**src/rtl/seq_scan_ctrl_pkg.sv**
```systemverilog
// Shared encodings for the serial "00110" scan controller and its pattern recogniser.
package seq_scan_ctrl_pkg;

  typedef enum logic [1:0] {
    StIdle,
    StAccept,
    StShift,
    StDone
  } scan_state_e;

  // Each state names the longest pattern prefix seen so far.
  typedef enum logic [2:0] {
    DetInit,
    DetSeen0,
    DetSeen00,
    DetSeen001,
    DetSeen0011
  } det_state_e;

  localparam logic [4:0] Pattern = 5'b00110;

  // Pattern bit in arrival order: pos 0 is the first serial bit.
  function automatic logic pat_bit(input logic [2:0] pos);
    return Pattern[3'd4 - pos];
  endfunction

endpackage

```
**src/rtl/seq_det_00110_core.sv**
```systemverilog
// Overlapping Mealy recogniser for the serial pattern 0,0,1,1,0; hit is combinational.
module seq_det_00110_core
  import seq_scan_ctrl_pkg::*;
(
  input  logic clk,
  input  logic rst_n,
  input  logic clr,
  input  logic bit_en,
  input  logic bit_in,
  output logic hit
);

  det_state_e state_q, state_d;

  always_ff @(posedge clk or negedge rst_n) begin
    if (!rst_n) begin
      state_q <= DetInit;
    end else begin
      state_q <= state_d;
    end
  end

  always_comb begin
    state_d = state_q;
    hit     = 1'b0;
    if (clr) begin
      state_d = DetInit;
    end else if (bit_en) begin
      unique case (state_q)
        DetInit:     state_d = (bit_in == pat_bit(3'd0)) ? DetSeen0 : DetInit;
        DetSeen0:    state_d = (bit_in == pat_bit(3'd1)) ? DetSeen00 : DetInit;
        DetSeen00:   state_d = (bit_in == pat_bit(3'd2)) ? DetSeen001 : DetSeen00;
        // "0010" still ends in a usable leading 0.
        DetSeen001:  state_d = (bit_in == pat_bit(3'd3)) ? DetSeen0011 : DetSeen0;
        DetSeen0011: begin
          if (bit_in == pat_bit(3'd4)) begin
            hit     = 1'b1;
            state_d = DetSeen0;
          end else begin
            state_d = DetInit;
          end
        end
        default:     state_d = DetInit;
      endcase
    end
  end

endmodule

```
**src/rtl/seq_scan_ctrl.sv**
```systemverilog
// Scan-session controller: accepts bytes, serialises them MSB first into the "00110"
// recogniser and counts matches (saturating) until the byte flagged last.
module seq_scan_ctrl
  import seq_scan_ctrl_pkg::*;
#(
  parameter int unsigned CNT_W  = 8,
  parameter int unsigned DATA_W = 8
) (
  input  logic              clk,
  input  logic              rst_n,
  input  logic              start,
  input  logic              in_valid,
  input  logic [DATA_W-1:0] in_data,
  input  logic              in_last,
  output logic              in_ready,
  output logic              busy,
  output logic              match_pulse,
  output logic [CNT_W-1:0]  match_count,
  output logic              done
);

  localparam int unsigned IdxW = (DATA_W > 1) ? $clog2(DATA_W) : 1;

  scan_state_e       state_q, state_d;
  logic [DATA_W-1:0] data_q, data_d;
  logic              last_q, last_d;
  logic [IdxW-1:0]   idx_q, idx_d;
  logic [CNT_W-1:0]  count_q, count_d;
  logic              pulse_q;
  logic              det_clr, det_bit_en, det_bit_in, det_hit;

  assign det_bit_en = (state_q == StShift);
  assign det_bit_in = data_q[DATA_W-1];
  assign det_clr    = (state_q == StIdle) && start;

  seq_det_00110_core u_det (
    .clk    (clk),
    .rst_n  (rst_n),
    .clr    (det_clr),
    .bit_en (det_bit_en),
    .bit_in (det_bit_in),
    .hit    (det_hit)
  );

  always_ff @(posedge clk or negedge rst_n) begin
    if (!rst_n) begin
      state_q <= StIdle;
      data_q  <= '0;
      last_q  <= 1'b0;
      idx_q   <= '0;
      count_q <= '0;
      pulse_q <= 1'b0;
    end else begin
      state_q <= state_d;
      data_q  <= data_d;
      last_q  <= last_d;
      idx_q   <= idx_d;
      count_q <= count_d;
      pulse_q <= det_hit;
    end
  end

  always_comb begin
    state_d  = state_q;
    data_d   = data_q;
    last_d   = last_q;
    idx_d    = idx_q;
    count_d  = count_q;
    in_ready = 1'b0;
    unique case (state_q)
      StIdle: begin
        if (start) begin
          state_d = StAccept;
          count_d = '0;
        end
      end
      StAccept: begin
        in_ready = 1'b1;
        if (in_valid) begin
          data_d  = in_data;
          last_d  = in_last;
          idx_d   = IdxW'(DATA_W - 1);
          state_d = StShift;
        end
      end
      StShift: begin
        data_d = data_q << 1;
        idx_d  = idx_q - 1'b1;
        if (det_hit && (count_q != '1)) begin
          count_d = count_q + 1'b1;
        end
        if (idx_q == '0) begin
          state_d = last_q ? StDone : StAccept;
        end
      end
      StDone:  state_d = StIdle;
      default: state_d = StIdle;
    endcase
  end

  assign busy        = (state_q != StIdle);
  assign done        = (state_q == StDone);
  assign match_pulse = pulse_q;
  assign match_count = count_q;

endmodule

```
**config.mk**
```make
export PLATFORM = sky130hd
export DESIGN_NAME = seq_scan_ctrl
export DESIGN_NICKNAME = d
export VERILOG_FILES = /design/src/rtl/seq_scan_ctrl_pkg.sv /design/src/rtl/seq_det_00110_core.sv /design/src/rtl/seq_scan_ctrl.sv
export SDC_FILE = /design/constraint.sdc
export NUM_CORES = 1
export LEC_CHECK = 0
export BUFFER_PORTS_ARGS = -buffer_cell sky130_fd_sc_hd__buf_2
export CORE_MARGIN = 5
export CORE_UTILIZATION = 42
export CTS_CLUSTER_DIAMETER = 80
export CTS_CLUSTER_SIZE = 40
export DETAILED_ROUTE_END_ITERATION = 7
export RECOVER_POWER = 50
export SKIP_CTS_REPAIR_TIMING = 1
export SLEW_MARGIN = 20
export SYNTH_ARGS = -nofsm -noshare
export SYNTH_HDL_FRONTEND = slang
export SYNTH_SLANG_ARGS = --single-unit
```
**constraint.sdc**
```tcl
create_clock -name clk -period 2.45 [get_ports clk]
set_input_delay 0.49 -clock clk [delete_from_list [all_inputs] [get_ports clk]]
set_output_delay 0.49 -clock clk [all_outputs]
set_load 0.005 [all_outputs]
```
==> summary.md <==
| Metric | Value |
|---|---|
| Most frequent cells in the layout | `dfrtp_1, buf_2, nand2_1, o21ai_0, mux2i_1` |
| Final TNS setup | `0 ns` |
| R2r setup slk | `0.62 ns` |
| Clock period minus worst slack | `1.829 ns` |
| Total grt overflow | `0` |
| IO Pins | `25` |
| Initial DRT Pass Iterations | `4` |
| Max Cap Viol | `0` |
| Clock root buffer | `clkbuf_4` |
| WP data required | `2.67 ns` |
| Worst Setup End Kind | `register` |
| CTS Buffer Depth | `2` |
| Post-DP Area | `1620 um2` |
| Total global-route track usage | `0.1242` |
| Layout Utilization | `0.4880` |
| Die H | `69.77 um` |
| Starting Density | `0.4426` |
| Final setup vio count | `0` |
| DP HPWL | `2.074 mm` |
| Final WL | `2.841 mm` |
| Final clock skew | `0.001469 ns` |
| Ys flop type | `dfrtp_1` |
| Vias in the first global route | `1140` |
| CP max stage cell | `o211ai_2` |
| Reg-to-reg endpoint | `match_count[3]$_DFFE_PN0P_` |
| Cell row count | `21` |
| Die W | `69.77 um` |
| Max-slew violations | `0` |
| First-pass GRT wire length | `5.099 mm` |
| Mean number of vias per cell | `5.323` |
| Max IR drop VDD | `0.4549 mV` |
| Routed Antenna Nets | `0` |
| End point of the critical path | `match_count[3]$_DFFE_PN0P_` |
| Post-route cell area | `1654 um2` |
| Post-synth ARST share | `1.000` |
| Worst rel slew slack | `0.07554` |
| DR vias | `1155` |
| Seq cells post-synth | `26` |
| Crit-path max cell delay | `0.54 ns` |
| CTS tree | `yes` |
| Critical Path, Cell by Cell | `ha_1 > nand3_2 > o211ai_2 > nor3_1 > a211o_1` |
| Synth Cell Area | `1500 um2` |
| Ant. Diodes | `0` |
| # port buffers | `24` |
| Die ar. | `4867 um2` |
| Ys Warns | `0` |
| Outcome | `finished clean` |
| CP startpoint | `match_count[0]$_DFFE_PN0P_` |
| Initial antenna violation count | `0` |
| Final layout net count | `188` |
| Multi-input combinational cell area | `750.7 um2` |
| # clock sinks | `26` |
| CP arrival | `2.05 ns` |
| RSZ-0062 raised after global routing | `no` |
| Reg2Reg Depth | `5` |
| Cell variety after synth | `44` |
| DR WL/cell | `13.09 um` |
| Fin crit share | `0.7465` |
| Crit path max fanout | `14` |
| Seq/Total Area, Yosys | `0.4337` |
| Final Hold Fails | `0` |
| Post-synth EDFFs | `0` |
| Setup Crit Path Kind | `reg2reg` |
| Most common cell after layout, fill and taps aside | `dfrtp_1` |
| Worst Hold Slack | `0.3948 ns` |
| Fill count | `318` |
| # DRC | `0` |
| Clk Latency, worst-skew pair | `0.31 ns` |
| Clock input transition at the sequential cells of the worst setup and hold paths | `0.14 ns` |
| Largest net degree at the start of global routing | `28` |
| Post-layout power | `1568 uW` |
| Register Area | `650.6 um2` |
| Htree depth | `1` |
| Area Growth Syn to Fin | `10.26%` |
| Drt initial violations | `49` |
| P per Cell Area | `948.2 nW/um2` |
| Mapped Cells | `152` |
| Kind of start point of the critical path | `register` |
| Core area | `3390 um2` |
| Post-Syn Nets | `168` |
| Hold WC Path Type | `in2reg` |
| Pleak | `0.0008074 uW` |
| Num CTS Buffers | `3` |
| Reg-to-reg startpoint | `match_count[0]$_DFFE_PN0P_` |
| Gpl congestion | `0.7633` |
| Max frequency | `546.8 MHz` |
| Slew @ Worst Pin | `1.387 ns` |
| Mapped Avg Cell Area | `9.870 um2` |
| Layout cells sized above 1 | `0.2398` |
-- synth_stat cells (all sizes together) (2+ instances only) --
cell type | instances | share of area
nor3 | 3 | 0.013
mux2i | 9 | 0.060
nand2 | 17 | 0.043
clkbuf | 2 | 0.0050
and3 | 4 | 0.017
nand2b | 3 | 0.013
mux2 | 5 | 0.038
ha | 3 | 0.025
and2 | 2 | 0.010
dfrtp | 26 | 0.43
a211o | 3 | 0.018
nor2 | 8 | 0.020
inv | 7 | 0.018
o211ai | 2 | 0.017
a211oi | 3 | 0.015
a21oi | 5 | 0.017
buf | 9 | 0.043
a21o | 2 | 0.010
nand3 | 5 | 0.020
nand4 | 3 | 0.013
nor2b | 2 | 0.0083
o21ai | 13 | 0.043
-- worst min path at each step --
stage,slack [ns],endpoint,startpoint,depth (start not counted)
5_1_grt,0.39,last_q$_DFFE_PN0P_,in_last,2
6_report,0.39,last_q$_DFFE_PN0P_,in_last,2
3_3_place_gp,0.47,idx_q[1]$_DFFE_PN0P_,idx_q[1]$_DFFE_PN0P_,1
4_1_cts,0.17,match_count[0]$_DFFE_PN0P_,rst_n,1
3_5_place_dp,0.49,idx_q[1]$_DFFE_PN0P_,idx_q[1]$_DFFE_PN0P_,1
2_1_floorplan,0.19,data_q[0]$_DFFE_PN0P_,rst_n,0
-- final cells by class --
class / count / share of cell area
Clock buffer: 4 / 0.02194
Inverter: 7 / 0.01588
Multi-Input combinational cell: 108 / 0.4539
Sequential cell: 26 / 0.3933
Tap cell: 46 / 0.03480
Timing Repair Buffer: 26 / 0.08018
-- where the power goes --
part	switching [uW]	internal (uW)
registers	136	564
clock network	123	90.8
logic	343	312
-- metal layers --
layer  global-route usage  up-vias  wire [um]
li1                     -      581          -
met1               0.1625      551       1381
met2               0.2067       21       1303
met3              0.02754        2        138
met4              0.03191        0         19
met5                    0        -          0
-- critical path: cells and delay by family, from the launching register on --
kind                     cells  cell delay, ns
AO/OA/AOI/OAI                2            0.82
adder cells (fa/ha/maj)      1            0.22
flip-flops                   1            0.44
AND/OR/NAND/NOR              2            0.24
-- stage by stage --
| stage | instances | setup WS [ns] |
|---|---|---|
| 5_1_grt | 217 | 0.4369 |
| 2_1_floorplan | 152 | 0.9222 |
| 6_report | 217 | 0.6210 |
| 3_5_place_dp | 213 | 0.6568 |
| 3_3_place_gp | 213 | 0.7107 |
| 4_1_cts | 217 | 0.6236 |
-- kinds of logic (layout without fill, tap and decap cells) --
family                     Yosys count  after routing  share of synthesized area
AOI/OAI and AO/OA                   36             36                     0.1618
and+or+nand+nor                     53             53                     0.2043
muxes                               14             14                    0.09758
adders and majority gates            3              3                    0.02502
DFF                                 26             26                     0.4337
xor gates and xnor gates             2              2                    0.01168
buffers and inverters               18             37                    0.06589
-- state kept, by name (all words and copies together), names as in the netlist --
name           cells
data_q             8
match_count        8
idx_q              3
u_det.state_q      3
state_q            2
last_q             1
match_pulse        1
Power figures use the tool's default switching activity.
